## src/rtl/mac_reg_bus_master.sv

```systemverilog
// Single-outstanding bridge from the MAC config sequencer command port to the
// MAC Avalon-MM control slave, with waitrequest stalling and a stall timeout.
//
// state | meaning
// IDLE  | no transfer in flight, rdy high
// WR    | av_write asserted, waiting for av_waitrequest low
// RD    | av_read asserted, waiting for av_waitrequest low
module mac_reg_bus_master #(
  parameter int DATA_W  = 32,
  parameter int ADDR_W  = 8,
  parameter int TO_W    = 16,
  parameter int TIMEOUT = 1000
) (
  input  logic              clk,
  input  logic              rst,
  input  logic              wr_en,
  input  logic              rd_en,
  input  logic [ADDR_W-1:0] addr,
  input  logic [DATA_W-1:0] wdata,
  output logic              rdy,
  output logic [DATA_W-1:0] rdata,
  output logic              rdata_vld,
  output logic [ADDR_W-1:0] av_address,
  output logic              av_write,
  output logic              av_read,
  output logic [DATA_W-1:0] av_writedata,
  input  logic              av_waitrequest,
  input  logic [DATA_W-1:0] av_readdata,
  output logic              timeout_err,
  output logic              cmd_err
);

  typedef enum logic [1:0] {IDLE, WR, RD} state_t;

  localparam bit            TO_EN   = (TIMEOUT != 0);
  localparam logic [TO_W-1:0] TO_LAST = TO_W'(TIMEOUT - 1);

  state_t            state, state_nxt;
  logic [TO_W-1:0]   stall_cnt, stall_cnt_nxt;
  logic [DATA_W-1:0] rdata_nxt, av_writedata_nxt;
  logic [ADDR_W-1:0] av_address_nxt;
  logic              rdata_vld_nxt, av_write_nxt, av_read_nxt;
  logic              timeout_err_nxt, cmd_err_nxt;

  assign rdy = (state == IDLE) & ~rst;

  always_ff @(posedge clk) begin
    if (rst) begin
      state        <= IDLE;
      stall_cnt    <= '0;
      rdata        <= '0;
      rdata_vld    <= 1'b0;
      av_address   <= '0;
      av_write     <= 1'b0;
      av_read      <= 1'b0;
      av_writedata <= '0;
      timeout_err  <= 1'b0;
      cmd_err      <= 1'b0;
    end else begin
      state        <= state_nxt;
      stall_cnt    <= stall_cnt_nxt;
      rdata        <= rdata_nxt;
      rdata_vld    <= rdata_vld_nxt;
      av_address   <= av_address_nxt;
      av_write     <= av_write_nxt;
      av_read      <= av_read_nxt;
      av_writedata <= av_writedata_nxt;
      timeout_err  <= timeout_err_nxt;
      cmd_err      <= cmd_err_nxt;
    end
  end

  always_comb begin
    state_nxt        = state;
    stall_cnt_nxt    = stall_cnt;
    rdata_nxt        = rdata;
    rdata_vld_nxt    = 1'b0;
    av_address_nxt   = av_address;
    av_write_nxt     = av_write;
    av_read_nxt      = av_read;
    av_writedata_nxt = av_writedata;
    timeout_err_nxt  = 1'b0;
    cmd_err_nxt      = 1'b0;

    unique case (state)
      IDLE: begin
        // write wins a collision; the read is dropped and flagged
        if (wr_en) begin
          av_address_nxt   = addr;
          av_writedata_nxt = wdata;
          av_write_nxt     = 1'b1;
          stall_cnt_nxt    = '0;
          cmd_err_nxt      = rd_en;
          state_nxt        = WR;
        end else if (rd_en) begin
          av_address_nxt = addr;
          av_read_nxt    = 1'b1;
          stall_cnt_nxt  = '0;
          state_nxt      = RD;
        end
      end
      WR, RD: begin
        if (!av_waitrequest) begin
          av_write_nxt = 1'b0;
          av_read_nxt  = 1'b0;
          state_nxt    = IDLE;
          if (state == RD) begin
            rdata_nxt     = av_readdata;
            rdata_vld_nxt = 1'b1;
          end
        end else if (TO_EN && (stall_cnt == TO_LAST)) begin
          av_write_nxt    = 1'b0;
          av_read_nxt     = 1'b0;
          timeout_err_nxt = 1'b1;
          state_nxt       = IDLE;
        end else if (stall_cnt != '1) begin
          stall_cnt_nxt = stall_cnt + 1'b1;
        end
      end
      default: state_nxt = IDLE;
    endcase
  end

endmodule
```

## config.mk

```make
export PLATFORM = sky130hd
export DESIGN_NAME = mac_reg_bus_master
export DESIGN_NICKNAME = d
export VERILOG_FILES = /design/src/rtl/mac_reg_bus_master.sv
export SDC_FILE = /design/constraint.sdc
export NUM_CORES = 1
export LEC_CHECK = 0
export CAP_MARGIN = 20
export CORE_AREA = 5 5 100 102
export DETAILED_ROUTE_END_ITERATION = 12
export DIE_AREA = 0 0 105 107
export PLACE_DENSITY = 0.79
export SLEW_MARGIN = 20
export SYNTH_ARGS = -nofsm -noshare
export SYNTH_HDL_FRONTEND = slang
export SYNTH_SLANG_ARGS = --single-unit
```

## constraint.sdc

```tcl
create_clock -name clk -period 2.5 [get_ports clk]
set_clock_uncertainty 0.15 [all_clocks]
set_input_delay 0.625 -clock clk [delete_from_list [all_inputs] [get_ports clk]]
set_output_delay 0.625 -clock clk [all_outputs]
set_load 0.005 [all_outputs]
```

**Word-level counts from Yosys, hierarchy flattened**

Index checks and enable logic that the tools add are counted.
W data, S select, Z words.

- Add/subtract/negate cells: 1
- Multipliers: 0
- Divide/modulo/power cells: 0
- Order comparisons: 0
- Eq/ne operators: 12
- Shifts and indexed selects: 0
- Multiplexer cells: 22
- Bitwise gates (word level): 6
- Reduce and logical (&&, ||, !) cells: 14

Operators with widths:

| kind | count |
|---|---|
| $mux W16 | 5 |
| $pmux W16 S2 | 1 |
| $add A16 B1 Y16 const B | 1 |
| $eq A16 B10 Y1 const B | 1 |
| $mux W8 | 2 |
| $ne A16 B16 Y1 const B | 1 |
| $ne A2 B2 Y1 const B | 6 |
| $reduce_or A3 Y1 | 3 |
| $mux W2 | 4 |
| $mux W1 | 7 |
| $ne A3 B3 Y1 const B | 2 |
| $reduce_and A2 Y1 | 3 |
| $reduce_and A3 Y1 | 2 |
| $not A1 Y1 | 5 |
| $reduce_and A5 Y1 | 1 |
| $pmux W1 S2 | 2 |
| $pmux W2 S2 | 1 |
| $reduce_and A4 Y1 | 1 |
| $reduce_bool A2 Y1 | 2 |
| $eq A2 B1 Y1 const B | 1 |
| $eq A2 B2 Y1 const B | 1 |
| $logic_not A2 Y1 | 1 |
| $reduce_or A2 Y1 | 1 |
| $and A1 B1 Y1 | 1 |

- Register bits after elaboration: 95
- Bits in latches: 0
- Memory bits (writable): 0
- ROM bits: 0
- Bits of input ports: 77
- Output and inout bits: 78
- Word-level logic and storage cells: 65
- Memories: 0

**Depth between registers and ports, before layout**

Gate-level depths: netlist of the first run.

- Depth in word-level cells: 5
- Depth in mapped cells: 8
- Gate-level depth less buffers: 7

**Worst setup path before layout of the first run**

OpenSTA, ideal clock, no wires.

- Path kind: reg-to-reg
- Start point: reg state[0]
- End point: reg stall_cnt[15]
- Arrival: 1,819 ps
- Required time: 2,278 ps
- Setup slack: 460 ps
- Stages on the path, launching flop included: 8
- Clock period less this slack: 2,040 ps
- Cells stage by stage: dfxtp_1 > inv_1 > ha_1 > nor3b_2 > or3_1 > buf_2 > nor4_2 > mux2i_1

- Cells in the longest elaborated chain, start to end: 4
- Elaborated cells on any way between the ends: 11

Ends and longest elaborated chain:

| what | line | RTL |
|---|---|---|
| from (decl) | 38 | `state_t state, state_nxt;` |
| from (signal assigned) | 60 | `state <= state_nxt;` |
| $eq A2 B2 Y1 or $eq A2 B1 Y1 (tied branches) | 85 | `unique case (state)` |
| $reduce_or A2 Y1 | 85 |  |
| $ne A2 B2 Y1 (no line) or $reduce_bool A2 Y1 (tied branches) | -- |  |
| $reduce_and A5 Y1 (no line) | -- |  |
| to (signal assigned) | 61 | `stall_cnt <= stall_cnt_nxt;` |
| to (decl) | 39 | `logic [TO_W-1:0] stall_cnt, stall_cnt_nxt;` |

Several ways; a longest one is shown, not always the timed one.
A chain may end at the register's enable or synchronous reset.

**Final worst setup path of the first run**

- Start point: reg state[1]
- End point: reg stall_cnt[3]

Same word-level chain as after synthesis.

==> results of run 1 <==
cells by family after synthesis:
group / after synthesis
and+or+nand+nor: 220
AOI/OAI and AO/OA: 99
DFF: 95
buffers and inverters: 32
muxes: 13
adders and majority gates: 4
xor gates and xnor gates: 1
cells in the final DEF, fill, tap and decap left out, types with 4 or more instances in the layout:
master           instances
buf_4                    9
nand4_1                  4
and3_1                   4
nand2_1                149
a21oi_1                 73
or2_2                    4
nor2b_1                  4
dfxtp_1                 95
clkdlybuf4s50_1        152
buf_12                   4
nand3_1                  9
clkbuf_8                10
o21ai_1                  4
mux2i_1                 13
nor2_1                  16
or4_1                    4
and2_1                   4
o21ai_0                  4
a31oi_1                  5
Yosys cell counts, types with 2 or more instances:
| master | n | area [sq um] |
|---|---|---|
| a21oi_1 | 73 | 365 |
| ha_1 | 4 | 50.1 |
| or2_2 | 4 | 25.0 |
| and3_1 | 4 | 25.0 |
| nand4_1 | 4 | 25.0 |
| o211ai_1 | 2 | 15.0 |
| dfxtp_1 | 95 | 1900 |
| nor2b_1 | 5 | 31.3 |
| nor4b_1 | 2 | 17.5 |
| clkbuf_1 | 22 | 82.6 |
| nor3b_1 | 2 | 15.0 |
| or4_1 | 4 | 30.0 |
| and2_1 | 4 | 25.0 |
| o21ai_0 | 4 | 20.0 |
| mux2i_1 | 13 | 130 |
| inv_1 | 2 | 7.51 |
| nor2_1 | 16 | 60.1 |
| and4_4 | 3 | 33.8 |
| buf_1 | 4 | 15.0 |
| a31oi_1 | 5 | 31.3 |
| o21ai_1 | 4 | 20.0 |
| nand2b_1 | 3 | 18.8 |
| or3_1 | 2 | 12.5 |
| nand2_1 | 149 | 559 |
| nand3_1 | 9 | 45.0 |
state kept, by name, summed over array words and instances (netlist names):
register / count
av_write: 1
timeout_err: 1
state: 2
cmd_err: 1
av_address: 8
av_writedata: 32
rdata: 32
av_read: 1
stall_cnt: 16
rdata_vld: 1
power breakdown:
group | internal [mW] | switching, mW | leakage [nW]
Combinational | 0.369 | 0.292 | 1.21
Clock | 0.393 | 0.545 | 0.0926
Sequential | 1.59 | 0.0441 | 0.774
final timing paths:
path / from / end / slack, ns / depth (start not counted)
worst max-delay path: state[1] / stall_cnt[3] / 0.28 / 6
worst min-delay path: rdata[2] / rdata[2] / 0.31 / 2
worst max register to register: state[1] / stall_cnt[3] / 0.28 / 6
worst min register to register: rdata[2] / rdata[2] / 0.31 / 2
final cells by class:
class	instances	share of cell area [%]
clock buffer	10	2.42
clock inverter	6	0.769
inverter	3	0.198
multi-input combinational	337	31.1
sequential	95	33.4
tap	111	2.44
timing repair buffer	167	29.6
through the flow:
step                      util (%)  total power, mW  worst slack [ns]  hold slack [ns]  TNS [ns]
after floorplan                  -             1.95             0.460            0.303         0
after global placement        60.9             2.31            0.0107            0.291         0
after detailed placement      60.9             2.33           -0.0364            0.296   -0.0659
after CTS                     63.0             3.27           0.00707            0.309         0
after global routing          63.1             3.41             0.197            0.325         0
final                         63.1             3.24             0.280            0.307         0
critical path, delay by kind of cell (launching register included):
family | cells | cell delay [ns]
compound gates | 1 | 0.09
fa+ha+maj | 1 | 0.19
buf+inv | 1 | 0.10
flops | 1 | 0.43
simple gates | 3 | 1.20
per-layer routing:
metal	GRT usage, %	wire [um]
met5	0	0
met1	22.9	4550
met4	6.30	139
met3	5.42	862
met2	31.3	5240
timing repair:
action / 4_1_cts / 5_1_grt
gates cloned: 0 / 0
resized for setup: 1 / 2
setup endpoints to repair: 1 / 1
==> impl_metrics.env, run 1 <==
export IMPL_netlist_area_sq_um=3790
export IMPL_drc=0
export IMPL_port_buffers=154
export IMPL_numCtsBuffers=9
export IMPL_routedWlPerCell_um=14.8
export IMPL_synth_mux_area_share_pct=3.43
export IMPL_dpl_cell_area_sq_um=5500
export IMPL_seq_area_sq_um=1900
export IMPL_dp_hpwl_um=7930
export IMPL_antenna_found_initial=0
export IMPL_tightestPinTransition_ns=0.911
export IMPL_placed_cells=713
export IMPL_yosys_warnings=0
export IMPL_vias_per_cell=5.11
export IMPL_syn_num_nets=545
export IMPL_p_leak_nw=2.07
export IMPL_async_reset_ff_share_pct=0
export IMPL_rsz0062_at_grt="false"
export IMPL_dr_pass1_iters=4
export IMPL_start_util_pct=42.0
export IMPL_insertion_delay_ns=0.35
export IMPL_avgSynthCellArea_sq_um=8.17
export IMPL_synthAdderAreaFrac_pct=1.32
export IMPL_clockBufferDepth=2
export IMPL_num_vias=3724
export IMPL_worst_endpoint_required_ns=2.64
export IMPL_synth_edf_count=0
export IMPL_cts_root_buf="clkbuf_8"
export IMPL_nFillCells=760
export IMPL_core_area_sq_um=9020
export IMPL_critPathKind="register to register"
export IMPL_start_kind="register"
export IMPL_grt_overflow_total=0
export IMPL_antenna_cells=0
export IMPL_fin_cells=729
export IMPL_die_area_sq_um=11200
export IMPL_critPathMaxFanout=8
export IMPL_place_congestion=0.910
export IMPL_endpoint_kind="register"
export IMPL_routed_wl_um=10800
export IMPL_drt_iter0_drc=291
export IMPL_ios=155
export IMPL_slew_headroom_pct=39.3
export IMPL_syn_inst=464
export IMPL_synth_simple_gate_area_share_pct=27.0
export IMPL_die_x_um=105
export IMPL_hold_buffers=0
export IMPL_drtAntennaViolNets=0
export IMPL_cts_tree="done"
export IMPL_synth_flop_cell="dfxtp_1"
export IMPL_synth_compound_area_share_pct=14.4
export IMPL_final_area_sq_um=5690
export IMPL_layout_nets=694
export IMPL_grt_usage_pct=18.6
export IMPL_cap_violations=0
export IMPL_ys_seq_area_share_pct=50.2
export IMPL_yosys_register_bits=95
export IMPL_fmax_mhz=450
export IMPL_drive_gt1_share_pct=7.44
export IMPL_yosysUniqueCellTypes=50
export IMPL_die_h_um=107
export IMPL_worst_path_largest_cell_delay_ns=0.53
export IMPL_slowest_stage="or4_1"
export IMPL_ir_drop_mv=0.348
export IMPL_p_per_area_nw_per_um2=569
export IMPL_slew_viol_final=0
export IMPL_multi_input_area_sq_um=1770
export IMPL_path_clk_slew_ns=0.09
export IMPL_synth_xor_area_share_pct=0.231
export IMPL_areaGrowthSynthToFinish_pct=50.1
export IMPL_synth_top_family_by_area="simple AND/OR/NAND/NOR gates"
export IMPL_outcome="finished clean"
export IMPL_cts_sinks=95
export IMPL_worstPathArrival_ns=2.36
export IMPL_fin_crit_sh_pct=88.8
export IMPL_rows=35
export IMPL_period_minus_slack_ns=2.22
export IMPL_setup_violations=0
export IMPL_cts_setup_buffers=0
export IMPL_grt_max_degree=88
export IMPL_hold_viol=0
export IMPL_hold_class="register to register"
export IMPL_grt_pass1_wl_um=17300
export IMPL_grt_pass1_vias=3518
export IMPL_crit_chain="inv_1, ha_4, nor3b_2, or3_1, or4_1, o21ai_1"
export IMPL_h_tree_depth=3
Note: power is estimated with default switching activity, not from simulation.
==> run 2: changes to the inputs <==
--- a/config.mk
+++ b/config.mk
@@ -5,12 +5,13 @@
 export SDC_FILE = /design/constraint.sdc
 export NUM_CORES = 1
 export LEC_CHECK = 0
+export ABC_AREA = 1
 export CAP_MARGIN = 20
-export CORE_AREA = 5 5 100 102
+export CORE_AREA = 5 5 102 104
 export DETAILED_ROUTE_END_ITERATION = 12
-export DIE_AREA = 0 0 105 107
+export DIE_AREA = 0 0 107 109
 export PLACE_DENSITY = 0.79
-export SLEW_MARGIN = 20
+export SLEW_MARGIN = 0
 export SYNTH_ARGS = -nofsm -noshare
 export SYNTH_HDL_FRONTEND = slang
 export SYNTH_SLANG_ARGS = --single-unit
==> run 2 against run 1 <==
Worst setup slack worse by 0.21 ns. Highest routed layer unchanged. Combinational power grew 50%. Non-clock buffer count stayed put. Hold slack improved by 0.012 ns. Sequential share of layout area fell by 1.1 points. First-iteration DRC count fell by 18%. Maximum frequency fell by 8.8%. Via count up 11%. Critical path depth down 3. Largest power group unchanged.
==> impl_metrics.env, run 2 <==
export IMPL_outcome="finished clean"
export IMPL_grt_use_met2_pct=35.1
export IMPL_synth_top_area_cell="dfxtp_1"
export IMPL_die_h_um=109
export IMPL_h_tree_depth=3
export IMPL_cts_tree="done"
export IMPL_drive_gt1_share_pct=7.10
export IMPL_tightestPinTransition_ns=0.333
export IMPL_clockBufferDepth=2
export IMPL_grt_use_met3_pct=5.51
export IMPL_holdCritStartpoint="av_write"
export IMPL_antenna_cells=0
export IMPL_critPathKind="input port to primary output"
export IMPL_fin_crit_sh_pct=97.4
export IMPL_fin_setup_tns_ns=0
export IMPL_die_area_sq_um=11700
export IMPL_drtAntennaViolNets=0
export IMPL_holdPathEnd="av_write"
export IMPL_routed_wl_um=11300
export IMPL_layout_common_cells="179 x nor2_1, 154 x clkdlybuf4s50_1, 95 x dfxtp_1"
export IMPL_core_area_sq_um=9460
export IMPL_p_per_area_nw_per_um2=643
export IMPL_insertion_delay_ns=0.36
export IMPL_start_util_pct=42.3
export IMPL_ir_drop_mv=0.393
export IMPL_cts_root_buf="clkbuf_8"
export IMPL_routedWlPerCell_um=13.3
export IMPL_yosys_register_bits=95
export IMPL_reg2reg_slack_ns=0.53
export IMPL_drc=0
export IMPL_worstPathArrival_ns=1.66
export IMPL_drt_iter0_drc=240
export IMPL_critPathMaxFanout=2
export IMPL_hold_buffers=0
export IMPL_synth_area_top_cells="dfxtp_1 48%, nor2_1 17%, o21ai_0 9.6%, nand2_1 7.5%, nand3_1 3.9%"
export IMPL_yosysUniqueCellTypes=25
export IMPL_dpl_cell_area_sq_um=5670
export IMPL_rsz0062_at_grt="false"
export IMPL_vias_per_cell=4.87
export IMPL_endpoint_kind="primary output"
export IMPL_placed_cells=830
export IMPL_antenna_found_initial=0
export IMPL_grtUsageMet1_pct=21.7
export IMPL_period_minus_slack_ns=2.43
export IMPL_yosys_top_cells_count="179 x nor2_1, 95 x dfxtp_1, 80 x nand2_1"
export IMPL_layout_commonest_cell="nor2_1"
export IMPL_layout_nets=808
export IMPL_r2r_end="stall_cnt[0]"
export IMPL_final_area_sq_um=5890
export IMPL_port_buffers=154
export IMPL_yosys_warnings=0
export IMPL_synth_flop_cell="dfxtp_1"
export IMPL_num_vias=4119
export IMPL_async_reset_ff_share_pct=0
export IMPL_r2r_worst_path_cells=12
export IMPL_fin_cells=846
export IMPL_cts_sinks=95
export IMPL_post_place_ws_ns=0.0707
export IMPL_synth_top_area_share_pct=47.5
export IMPL_start_kind="input port"
export IMPL_ios=155
export IMPL_grt_pass1_vias=4090
export IMPL_worst_endpoint_required_ns=1.73
export IMPL_path_clk_slew_ns=0.09
export IMPL_place_congestion=0.952
export IMPL_syn_num_nets=658
export IMPL_netlist_area_sq_um=4000
export IMPL_slew_viol_final=0
export IMPL_hold_viol=0
export IMPL_slew_headroom_pct=77.8
export IMPL_power_mw=3.79
export IMPL_hold_depth=2
export IMPL_rows=36
export IMPL_dp_hpwl_um=8580
export IMPL_hold_class="register to register"
export IMPL_reg_largest_list="av_writedata x32, rdata x32, stall_cnt x16"
export IMPL_ys_seq_area_share_pct=47.5
export IMPL_top_usage_layer="met2"
export IMPL_syn_inst=577
export IMPL_synth_edf_count=0
export IMPL_setup_violations=0
export IMPL_avgSynthCellArea_sq_um=6.93
export IMPL_r2r_start="stall_cnt[0]"
export IMPL_cap_violations=0
export IMPL_grt_overflow_total=0
export IMPL_synth_most_common_cell="nor2_1"
export IMPL_p_leak_nw=2.41
export IMPL_die_x_um=107
export IMPL_grt_max_degree=54
export IMPL_dr_pass1_iters=5
export IMPL_fin_ws_ns=0.0658
export IMPL_numCtsBuffers=9
export IMPL_fmax_mhz=411
export IMPL_grt_usage_pct=19.9
export IMPL_areaGrowthSynthToFinish_pct=47.1
export IMPL_grt_pass1_wl_um=18600
## run 2: cell families (layout without fill, tap and decap cells)
family	count (synthesis)	count (layout)	share of synthesized area (%)
fa+ha+maj	4	4	1.25
compound gates	90	90	11.5
simple gates	313	313	32.0
buf+inv	74	229	7.47
xor+xnor	1	1	0.219
flops	95	95	47.5
## run 2: how the worst max path moves through the flow
stage               cells after the start  end     start  slack (ns)
global placement                        3  rdy       rst        0.06
CTS                                     5  rdy  state[0]        0.03
finish                                  3  rdy       rst        0.07
floorplan                               3  rdy       rst        0.47
global route                            5  rdy  state[1]     0.00003
detailed placement                      3  rdy       rst        0.07
## run 2: worst max-delay path, cell delays in order
cell and delay [ns]:
clkdlybuf4s50_1 0.42, nor2_1 0.11, clkdlybuf4s50_1 0.50
## run 2: stage by stage
step                      utilization [%]  hold WS, ns
final                                62.2        0.319
after global routing                 62.2        0.340
after CTS                            62.2        0.320
after detailed placement             59.9        0.307
after global placement               59.9        0.298
after floorplan                         -        0.306
## run 2: layer usage
layer	vias up	routed length (um)	part of all wire (%)
met3	29	756	6.7
met4	0	382	3.4
met5	-	0	0
li1	2107	-	-
met1	1876	4390	39
met2	107	5750	51
## run 2: repair_timing
| action | in CTS | in global routing |
|---|---|---|
| cloned | 0 | 0 |
| setup endpoints to repair | 1 | 1 |
| pin swaps | 0 | 0 |
| endpoints found under the hold margin | 0 | 0 |
| setup buffers | 0 | 0 |
| gates resized for setup | 2 | 1 |
## run 2: cell type report
cell class,instances,area (sq um)
Inverter,46,173
Timing Repair Buffer,167,1650
Multi-Input combinational cell,408,1810
Clock buffer,10,138
Sequential cell,95,1900
Fill cell,829,3570
Tap cell,114,143
Clock inverter,6,67.6
## run 2: where the power goes
group,switching [mW],total [mW],internal [mW]
Clock,0.552,1.05,0.493
Combinational,0.465,0.992,0.527
Sequential,0.0833,1.75,1.67
Total,1.10,3.79,2.69
==> run 3: changes to the inputs <==
--- a/config.mk
+++ b/config.mk
@@ -7,10 +7,11 @@
 export LEC_CHECK = 0
 export ABC_AREA = 1
 export CAP_MARGIN = 20
-export CORE_AREA = 5 5 102 104
+export CORE_AREA = 5 5 105 107
+export CTS_BUF_LIST = sky130_fd_sc_hd__clkbuf_4 sky130_fd_sc_hd__clkbuf_8
 export DETAILED_ROUTE_END_ITERATION = 12
-export DIE_AREA = 0 0 107 109
-export PLACE_DENSITY = 0.79
+export DIE_AREA = 0 0 110 112
+export PLACE_DENSITY = 0.78
 export SLEW_MARGIN = 0
 export SYNTH_ARGS = -nofsm -noshare
 export SYNTH_HDL_FRONTEND = slang
==> constraint.sdc (replaced) <==
create_clock -name clk -period 2.05 [get_ports clk]
set_clock_uncertainty 0.15 [all_clocks]
set_input_delay 0.5125 -clock clk [delete_from_list [all_inputs] [get_ports clk]]
set_output_delay 0.5125 -clock clk [all_outputs]
set_load 0.005 [all_outputs]
==> run 3 against run 2 <==
Sequential cell count unchanged. Utilization decreased by 1.8 points. Largest cell class unchanged. Die area increased by 5.6%. Non-clock buffer count increased by 4. Via count increased by 0.70%. Hold slack improved by 0.0014 ns. Power increased by 33%. Clock power increased by 55%. Largest power group unchanged. Final area increased by 3.1%. Cell count increased by 3.1%. Worst setup slack improved by 0.079 ns. Highest routed layer unchanged.
==> impl_metrics.env, run 3 (synthesis results as in run 2) <==
export IMPL_slowest_stage="clkdlybuf4s50_1"
export IMPL_outcome="finished clean"
export IMPL_h_tree_depth=3
export IMPL_slew_headroom_pct=81.5
export IMPL_grt_max_degree=54
export IMPL_drive_gt1_share_pct=8.15
export IMPL_drtAntennaViolNets=0
export IMPL_fmax_mhz=525
export IMPL_vias_per_cell=4.76
export IMPL_antenna_cells=0
export IMPL_period_minus_slack_ns=1.91
export IMPL_r2r_start="stall_cnt[0]"
export IMPL_cts_sinks=95
export IMPL_cts_setup_buffers=0
export IMPL_grt_overflow_total=0
export IMPL_rows=37
export IMPL_antenna_found_initial=0
export IMPL_cts_tree="done"
export IMPL_holdCritStartpoint="av_read"
export IMPL_layout_commonest_cell="nor2_1"
export IMPL_hold_viol=0
export IMPL_grt_pass1_wl_um=19300
export IMPL_p_per_area_nw_per_um2=829
export IMPL_tightestPinTransition_ns=0.277
export IMPL_start_util_pct=39.8
export IMPL_clockBufferDepth=2
export IMPL_cap_violations=0
export IMPL_p_sw_share_pct=26.6
export IMPL_port_buffers=154
export IMPL_dp_hpwl_um=8550
export IMPL_hold_buffers=0
export IMPL_routedWlPerCell_um=13.2
export IMPL_crit_chain="clkdlybuf4s50_1"
export IMPL_fin_cells=872
export IMPL_p_sw_mw=1.34
export IMPL_routed_wl_um=11500
export IMPL_core_area_sq_um=10000
export IMPL_slew_viol_final=0
export IMPL_reg_largest_list="av_writedata x32, rdata x32, stall_cnt x16"
export IMPL_die_h_um=112
export IMPL_ios=155
export IMPL_critPathMaxFanout=2
export IMPL_cts_root_buf="clkbuf_8"
export IMPL_pwr_share_seq_pct=42.5
export IMPL_critPathTopFamily="buffers and inverters"
export IMPL_place_congestion=0.922
export IMPL_worstPathArrival_ns=1.24
export IMPL_startpoint="av_write"
export IMPL_rsz0062_at_grt="false"
export IMPL_start_kind="register"
export IMPL_num_vias=4148
export IMPL_fin_setup_tns_ns=0
export IMPL_internal_power_mw=3.69
export IMPL_path_clk_slew_ns=0.09
export IMPL_drt_iter0_drc=238
export IMPL_layout_common_cells="179 x nor2_1, 153 x clkdlybuf4s50_1, 93 x dfxtp_1"
export IMPL_layout_nets=812
export IMPL_worst_endpoint_required_ns=1.39
export IMPL_critPathKind="register to primary output"
export IMPL_fin_crit_sh_pct=92.9
export IMPL_insertion_delay_ns=0.35
export IMPL_areaGrowthSynthToFinish_pct=51.8
export IMPL_endpoint_kind="primary output"
export IMPL_numCtsBuffers=9
export IMPL_die_area_sq_um=12300
export IMPL_dr_pass1_iters=5
export IMPL_hold_class="register to register"
export IMPL_pwr_share_comb_pct=25.0
export IMPL_ir_drop_mv=0.442
export IMPL_die_x_um=110
export IMPL_placed_cells=856
export IMPL_clkPwrFrac_pct=32.5
export IMPL_drc=0
export IMPL_setup_violations=0
export IMPL_critPathBufInv=1
export IMPL_grt_pass1_vias=4105
export IMPL_worst_path_largest_cell_delay_ns=0.55
export IMPL_p_leak_nw=2.48
export IMPL_grt_usage_pct=19.5
==> run 3: layout make-up <==
class	instances	area, sq um
clock buffer	11	145
tap	136	170
inverter	46	173
clock inverter	5	129
fill	907	3970
timing repair buffer	171	1730
multi-input combinational	408	1820
sequential	95	1900
==> run 3: worst paths after layout <==
check	to	slack, ns	depth (start not counted)
worst min-delay path	av_read	0.32	2
worst max register to register	stall_cnt[15]	0.21	12
worst min register to register	av_read	0.32	2
worst max-delay path	av_write	0.14	1
==> run 3: power by group through the flow <==
stage               clock network (mW)  registers (mW)  logic (mW)
floorplan                            0            2.18       0.538
global placement                     0            2.16        1.22
detailed placement                   0            2.18        1.25
CTS                               1.67            2.14        1.26
global route                      1.76            2.17        1.41
finish                            1.63            2.14        1.26
==> run 3: timing repair <==
item                       CTS  global route
gates cloned                 0             0
gates resized for setup      4             6
setup endpoints to repair    1            11
==> run 3: stage by stage <==
step	worst slack (ns)	hold WS, ns	power, mW	area [sq um]	utilization (%)
2_1_floorplan	0.196	0.306	2.72	4000	-
3_3_place_gp	-0.176	0.302	3.39	5780	57.5
3_5_place_dp	-0.169	0.308	3.43	5780	57.5
4_1_cts	0.0173	0.322	5.07	6050	60.2
5_1_grt	0.0188	0.354	5.33	6070	60.4
6_report	0.145	0.321	5.03	6070	60.4
==> run 3: metal layers <==
| layer | track usage, % | up-vias | routed length, um |
|---|---|---|---|
| li1 | - | 2121 | - |
| met1 | 23.1 | 1906 | 4710 |
| met2 | 32.6 | 111 | 5740 |
| met3 | 6.38 | 10 | 889 |
| met4 | 6.90 | 0 | 129 |
| met5 | 0 | - | 0 |
==> run 3: worst register-to-register path: cells and delay by family (launching register included) <==
kind / cells / cell delay (ns)
simple gates: 9 / 0.72
fa+ha+maj: 1 / 0.20
buf+inv: 2 / 0.28
flops: 1 / 0.43
